### src/rtl/n1_pkg.sv
// Shared constants and types for the n1 program/data loader.
package n1_pkg;

  localparam int ADDR_W  = 8;
  localparam int PWORD_W = 16;
  localparam int DWORD_W = 8;

  localparam logic [7:0] CMD_RUN  = 8'hA0;
  localparam logic [7:0] CMD_PROG = 8'hA1;
  localparam logic [7:0] CMD_DATA = 8'hA2;
  localparam logic [7:0] CMD_HALT = 8'hA3;

  typedef enum logic [2:0] {
    ST_IDLE     = 3'd0,
    ST_GET_ADDR = 3'd1,
    ST_GET_LEN  = 3'd2,
    ST_GET_LO   = 3'd3,
    ST_GET_HI   = 3'd4,
    ST_WRITE    = 3'd5
  } loader_state_e;

endpackage

### src/rtl/n1_prog_loader.sv
// Byte-serial loader: parses CMD/ADDR/LEN/payload frames from the pins and
// drives the program and data RAM write ports; also owns the core hold flag.
//
// state       | meaning
// ------------+-----------------------------------------------------------
// IDLE        | waiting for a command byte (RUN/HALT handled in place)
// GET_ADDR    | next byte is the start address
// GET_LEN     | next byte is word count minus 1
// GET_LO      | next byte is the low byte (PROG) or the whole word (DATA)
// GET_HI      | next byte is the high byte of a program word
// WRITE       | one-cycle write strobe, then next word or back to IDLE
module n1_prog_loader
  import n1_pkg::*;
#(
  parameter int ADDR_W  = n1_pkg::ADDR_W,
  parameter int PWORD_W = n1_pkg::PWORD_W,
  parameter int DWORD_W = n1_pkg::DWORD_W
) (
  input  logic               clk,
  input  logic               rst_n,
  input  logic               ena,
  input  logic [7:0]         in_data,
  input  logic               in_valid,
  output logic               in_ready,
  output logic               pram_we,
  output logic [ADDR_W-1:0]  pram_addr,
  output logic [PWORD_W-1:0] pram_wdata,
  output logic               dram_we,
  output logic [ADDR_W-1:0]  dram_addr,
  output logic [DWORD_W-1:0] dram_wdata,
  output logic               core_hold,
  output logic               load_done,
  output logic               err
);

  loader_state_e      state_q, state_d;
  logic               alive_q;
  logic               is_prog_q, is_prog_d;
  logic [ADDR_W-1:0]  addr_q, addr_d;
  logic [ADDR_W-1:0]  cnt_q, cnt_d;
  logic [7:0]         lo_q, lo_d;
  logic [ADDR_W-1:0]  pram_addr_q, pram_addr_d;
  logic [PWORD_W-1:0] pram_wdata_q, pram_wdata_d;
  logic [ADDR_W-1:0]  dram_addr_q, dram_addr_d;
  logic [DWORD_W-1:0] dram_wdata_q, dram_wdata_d;
  logic               hold_q, hold_d;
  logic               done_q, done_d;
  logic               err_q, err_d;
  logic               xfer;

  // Handshake and strobes; the strobe exists only in WRITE while enabled,
  // and alive_q keeps in_ready low until the first edge after reset.
  always_comb begin
    in_ready = ena & alive_q & (state_q != ST_WRITE);
    xfer     = in_valid & in_ready;
    pram_we  = ena & (state_q == ST_WRITE) & is_prog_q;
    dram_we  = ena & (state_q == ST_WRITE) & ~is_prog_q;
  end

  // Next-state: frame parsing, word assembly and output register loading.
  // Write address/data outputs are latched on entry to WRITE so they stay
  // put afterwards while addr_q runs ahead.
  always_comb begin
    state_d      = state_q;
    is_prog_d    = is_prog_q;
    addr_d       = addr_q;
    cnt_d        = cnt_q;
    lo_d         = lo_q;
    pram_addr_d  = pram_addr_q;
    pram_wdata_d = pram_wdata_q;
    dram_addr_d  = dram_addr_q;
    dram_wdata_d = dram_wdata_q;
    hold_d       = hold_q;
    err_d        = err_q;
    done_d       = 1'b0;
    case (state_q)
      ST_IDLE: begin
        if (xfer) begin
          case (in_data)
            CMD_RUN: begin
              hold_d = 1'b0;
              err_d  = 1'b0;
            end
            CMD_HALT: hold_d = 1'b1;
            CMD_PROG: begin
              is_prog_d = 1'b1;
              state_d   = ST_GET_ADDR;
            end
            CMD_DATA: begin
              is_prog_d = 1'b0;
              state_d   = ST_GET_ADDR;
            end
            default: err_d = 1'b1;
          endcase
        end
      end
      ST_GET_ADDR: begin
        if (xfer) begin
          addr_d  = in_data[ADDR_W-1:0];
          state_d = ST_GET_LEN;
        end
      end
      ST_GET_LEN: begin
        if (xfer) begin
          cnt_d   = in_data[ADDR_W-1:0];
          state_d = ST_GET_LO;
        end
      end
      ST_GET_LO: begin
        if (xfer) begin
          if (is_prog_q) begin
            lo_d    = in_data;
            state_d = ST_GET_HI;
          end else begin
            dram_addr_d  = addr_q;
            dram_wdata_d = in_data[DWORD_W-1:0];
            state_d      = ST_WRITE;
          end
        end
      end
      ST_GET_HI: begin
        if (xfer) begin
          pram_addr_d  = addr_q;
          pram_wdata_d = PWORD_W'({in_data, lo_q});
          state_d      = ST_WRITE;
        end
      end
      ST_WRITE: begin
        addr_d = addr_q + ADDR_W'(1);
        if (cnt_q == '0) begin
          state_d = ST_IDLE;
          done_d  = 1'b1;
        end else begin
          cnt_d   = cnt_q - ADDR_W'(1);
          state_d = ST_GET_LO;
        end
      end
      default: state_d = ST_IDLE;
    endcase
  end

  // State registers; ena low freezes everything except the post-reset flag.
  always_ff @(posedge clk or negedge rst_n) begin
    if (!rst_n) begin
      state_q      <= ST_IDLE;
      alive_q      <= 1'b0;
      is_prog_q    <= 1'b0;
      addr_q       <= '0;
      cnt_q        <= '0;
      lo_q         <= '0;
      pram_addr_q  <= '0;
      pram_wdata_q <= '0;
      dram_addr_q  <= '0;
      dram_wdata_q <= '0;
      hold_q       <= 1'b1;
      done_q       <= 1'b0;
      err_q        <= 1'b0;
    end else begin
      alive_q <= 1'b1;
      if (ena) begin
        state_q      <= state_d;
        is_prog_q    <= is_prog_d;
        addr_q       <= addr_d;
        cnt_q        <= cnt_d;
        lo_q         <= lo_d;
        pram_addr_q  <= pram_addr_d;
        pram_wdata_q <= pram_wdata_d;
        dram_addr_q  <= dram_addr_d;
        dram_wdata_q <= dram_wdata_d;
        hold_q       <= hold_d;
        done_q       <= done_d;
        err_q        <= err_d;
      end
    end
  end

  assign pram_addr  = pram_addr_q;
  assign pram_wdata = pram_wdata_q;
  assign dram_addr  = dram_addr_q;
  assign dram_wdata = dram_wdata_q;
  assign core_hold  = hold_q;
  assign load_done  = done_q;
  assign err        = err_q;

endmodule
### config.mk
export PLATFORM = sky130hd
export DESIGN_NAME = n1_prog_loader
export DESIGN_NICKNAME = d
export VERILOG_FILES = /design/src/rtl/n1_pkg.sv /design/src/rtl/n1_prog_loader.sv
export SDC_FILE = /design/constraint.sdc
export NUM_CORES = 1
export LEC_CHECK = 0
export ABC_CLOCK_PERIOD_IN_PS = 5250
export BUFFER_PORTS_ARGS = -buffer_cell sky130_fd_sc_hd__buf_2
export CAP_MARGIN = 20
export CORE_MARGIN = 5
export CORE_UTILIZATION = 50
export CTS_CLUSTER_SIZE = 16
export DETAILED_ROUTE_END_ITERATION = 6
export PLACE_DENSITY = 0.71
export SYNTH_ARGS = -nofsm -noshare
export SYNTH_HDL_FRONTEND = slang
export SYNTH_SLANG_ARGS = --single-unit
export TNS_END_PERCENT = 5
### constraint.sdc
create_clock -name clk -period 5.25 [get_ports clk]
set_clock_uncertainty 0.15 [all_clocks]
set_input_delay 0.2625 -clock clk [delete_from_list [all_inputs] [get_ports clk]]
set_output_delay 0.2625 -clock clk [all_outputs]
set_load 0.005 [all_outputs]
==> parameters.txt <==
Parameter                              Value

Yosys
  Primary FF master, synth    sky130_fd_sc_hd__dfrtp_1
  Post-synth EDFFs    0
  Flops & latches, synth    72
  Post-Synthesis Net Count    between 200 and 300
  Netlist Area Pre-Place    roughly 3500 um2
  Synthesized area per cell    12.3 um2
  Share of the yosys chip area belonging to registers    a little over half
  Post-synth ARST share    100%
  Yosys cell types    61
  Yosys Warn Count    0
  Gate count of the mapped netlist    between 200 and 300

Clocking
  Clk buf depth    2
  Clock tree from TritonCTS    built
  Setup Fix Bufs, Post-CTS    0
  Number of buffers added by the clock tree synthesis step    9
  Clk Latency, worst-skew pair    340 ps
  Number of sinks on the clock net    between 70 and 80
  Root Buffer    sky130_fd_sc_hd__clkbuf_8
  Total of cells resized after clock tree synthesis    0
  Level count of the clock H-tree    3
  Number of hold-repair buffers added at the cts stage    0
  Clock-pin slew reported for the worst setup and hold paths after clock tree synthesis    roughly 70 ps

Timing
  Transition time at the pin with the least slew margin    a little over 900 ps
  Worst hold slack after final layout    -35.6 ps
  Crit path time final    2580 ps
  Final hold viol count    23
  Unrepaired setup endpoints after global routing    false
  Worst slew margin    about two fifths
  Highest clock rate    0.387 GHz
  Count of pins over their slew limit    0
  Setup_tns    0 ps
  Ratio of final minimum period to clock period    49.2%
  Setup-violating endpoint count in the final report    0

Pwr
  Part of the total power dissipated in sequential elements    a little over half
  Power density relative to cell area    approximately 450 nW/um2
  Switching Fraction    between 30% and 40%
  Internal power    1160 uW
  Share of power burned in the clock network    a little over a fifth
  Net switching power figure    between 500 and 600 uW
  Worst ir drop on vdd    ~270 uV
  Gate power share    approximately a quarter
  Leakage power figure    between 0.0015 and 0.002 uW

Final layout
  Post-layout instance area    between 3000 and 4000 um2
  Number of fillers in the final layout    569
  Multi-input logic area    approximately 1500 um2
  FF+latch area    around 1800 um2
  # nets final    approximately 350
  Share of final-layout standard cells stronger than drive strength 1    between 30% and 40%
  Commonest cells after routing, fill and taps aside    sky130_fd_sc_hd__dfrtp_1, sky130_fd_sc_hd__buf_2, sky130_fd_sc_hd__mux2_2
  Utilization after layout    between 50 and 60%
  Count of non-filler cells in the finished layout    418
  Area growth from synthesis to layout    12.8%
  Commonest non-fill, non-tap cell in the layout    sky130_fd_sc_hd__dfrtp_1
  Antenna cells    0

Drt
  Post-detailed-route count of antenna-violating nets    0
  Routed vias    between 2,000 and 2,500
  Routed WL    a little under 8 mm
  WL per Instance    18.4 um
  Drc violations    0
  Number of optimization iterations in the first detailed-route pass    4
  Detailed router's first-iteration violation count    roughly 150
  Via-to-Cell Ratio    around 5.9

Floorplanning
  Overall die width    between 90 and 100 um
  Row count    30
  Initial cell density of the core    between 50% and 60%
  Die Span Y    between 90 and 100 um
  CORE AREA    6760 um2
  Number of top-level pins    58
  DIE AREA    around 8700 um2

Critical path
  Worst Setup SP    state_q[2]$_DFFE_PN0P_
  Kind of capture point of the worst setup path    output pin
  Worst reg2reg path endpoint    addr_q[2]$_DFFE_PN0P_
  Arrival time at the worst endpoint    about 2200 ps
  Setup slack of the worst register-to-register path    3000 ps
  Max Fanout on Critical Path    24
  Required time at the endpoint of the critical path    ~4800 ps
  Reg2Reg Depth    4
  Category of the critical setup timing path    register to output pin
  Critical register-to-register path startpoint    state_q[2]$_DFFE_PN0P_
  Critical path launch point type    register

Global route
  Gr usage total    19.0%
  Initial antenna violation count    0
  Grt ovf    0
  Global-route wire length before repair    between 10 and 15 mm
  Largest net degree at the start of global routing    73
  Vias in the first global route    ~2,600

Placed design
  Number of I/O port buffers    57
  Final estimated routing congestion in global placement    0.925
  # placed instances    403
  Total cell area at the placement stage    about 3700 um2
  Dpl hpwl    about 5.2 mm

Status
  Failing checks    negative hold slack
  Outcome    finished with violations

Worst hold path
  Kind of path behind the tightest hold check    input port to async pin

Flow run
  Number of max-cap violations    0
-- registers in the layout, summed over array words and instances, names as in the netlist --
name,flops
state_q,3
dram_wdata,8
err,1
dram_addr,8
addr_q,8
is_prog_q,1
alive_q,1
pram_addr,8
core_hold,1
cnt_q,8
load_done,1
lo_q,8
pram_wdata,16
-- Yosys cell counts (2+ instances only) --
library cell	instances	area, um2
sky130_fd_sc_hd__nand3_1	5	25.0
sky130_fd_sc_hd__o2bb2ai_1	2	17.5
sky130_fd_sc_hd__a21o_1	2	15.0
sky130_fd_sc_hd__nand4_1	3	18.8
sky130_fd_sc_hd__a22oi_1	3	22.5
sky130_fd_sc_hd__nand3b_1	3	22.5
sky130_fd_sc_hd__nor2_1	13	48.8
sky130_fd_sc_hd__nand2_1	13	48.8
sky130_fd_sc_hd__dfrtp_1	71	1780
sky130_fd_sc_hd__clkbuf_1	4	15.0
sky130_fd_sc_hd__buf_6	4	45.0
sky130_fd_sc_hd__inv_1	7	26.3
sky130_fd_sc_hd__nor4_4	2	42.5
sky130_fd_sc_hd__buf_2	5	25.0
sky130_fd_sc_hd__mux2_4	10	150
sky130_fd_sc_hd__nor2b_1	2	12.5
sky130_fd_sc_hd__buf_4	2	15.0
sky130_fd_sc_hd__or2_2	2	12.5
sky130_fd_sc_hd__ha_1	3	37.5
sky130_fd_sc_hd__mux2_2	38	428
sky130_fd_sc_hd__a31o_2	2	17.5
sky130_fd_sc_hd__o21ai_0	12	60.1
sky130_fd_sc_hd__and2_1	2	12.5
sky130_fd_sc_hd__nor3_1	4	20.0
sky130_fd_sc_hd__o22ai_1	5	31.3
sky130_fd_sc_hd__o211ai_1	3	22.5
sky130_fd_sc_hd__a211o_1	2	17.5
sky130_fd_sc_hd__a31oi_1	6	37.5
sky130_fd_sc_hd__o221ai_1	2	17.5
sky130_fd_sc_hd__a21oi_1	11	55.1
sky130_fd_sc_hd__and3_1	4	25.0
sky130_fd_sc_hd__a2bb2oi_1	4	35.0
-- stage by stage --
step / setup WS [ps] / power [uW]
2_1_floorplan: 3500 / 1210
3_3_place_gp: 3080 / 1380
3_5_place_dp: 3040 / 1400
4_1_cts: 2680 / 1770
5_1_grt: 2500 / 1880
6_report: 2670 / 1760
-- how the worst max path moves through the flow --
stage	to	cells after the start
5_1_grt	pram_we	3
3_5_place_dp	addr_q[4]$_DFFE_PN0P_	4
2_1_floorplan	dram_addr[0]$_DFFE_PN0P_	4
3_3_place_gp	pram_we	3
4_1_cts	pram_we	3
6_report	pram_we	3
-- worst max-delay path, stage by stage, from the launching register on --
cell and delay [ps]:
sky130_fd_sc_hd__dfrtp_1 700, sky130_fd_sc_hd__and3b_1 780, sky130_fd_sc_hd__and3_1 250, sky130_fd_sc_hd__buf_2 110
-- layout make-up --
cell class	count	share of cell area, %
Sequential cell	72	46.3
Inverter	7	0.675
Timing Repair Buffer	59	7.71
Clock buffer	12	3.47
Tap cell	80	2.57
Clock inverter	3	0.514
Multi-Input combinational cell	185	38.8
-- layer usage --
metal	global-route usage, %	part of all wire (%)	vias to the layer above
met3	4.83	6.2	18
met4	8.06	1.9	0
met5	0	0	-
li1	-	-	1148
met2	28.0	45	76
met1	26.6	46	1234
-- power groups by stage --
stage | logic (uW) | registers (uW) | clock network, uW
after floorplan | 339 | 874 | 0
after global placement | 457 | 922 | 0
after detailed placement | 466 | 930 | 0
after CTS | 468 | 923 | 381
after global routing | 519 | 955 | 407
final | 464 | 925 | 371
-- kinds of logic after synthesis --
| group | count (synthesis) | share of synthesized area (%) |
|---|---|---|
| mux | 49 | 17.1 |
| other cells | 1 | 0.109 |
| xor+xnor | 1 | 0.254 |
| compound gates | 65 | 13.2 |
| fa+ha+maj | 3 | 1.09 |
| simple gates | 66 | 12.0 |
| flops | 72 | 52.2 |
| buf+inv | 23 | 4.09 |
Power figures use the tool's default switching activity.
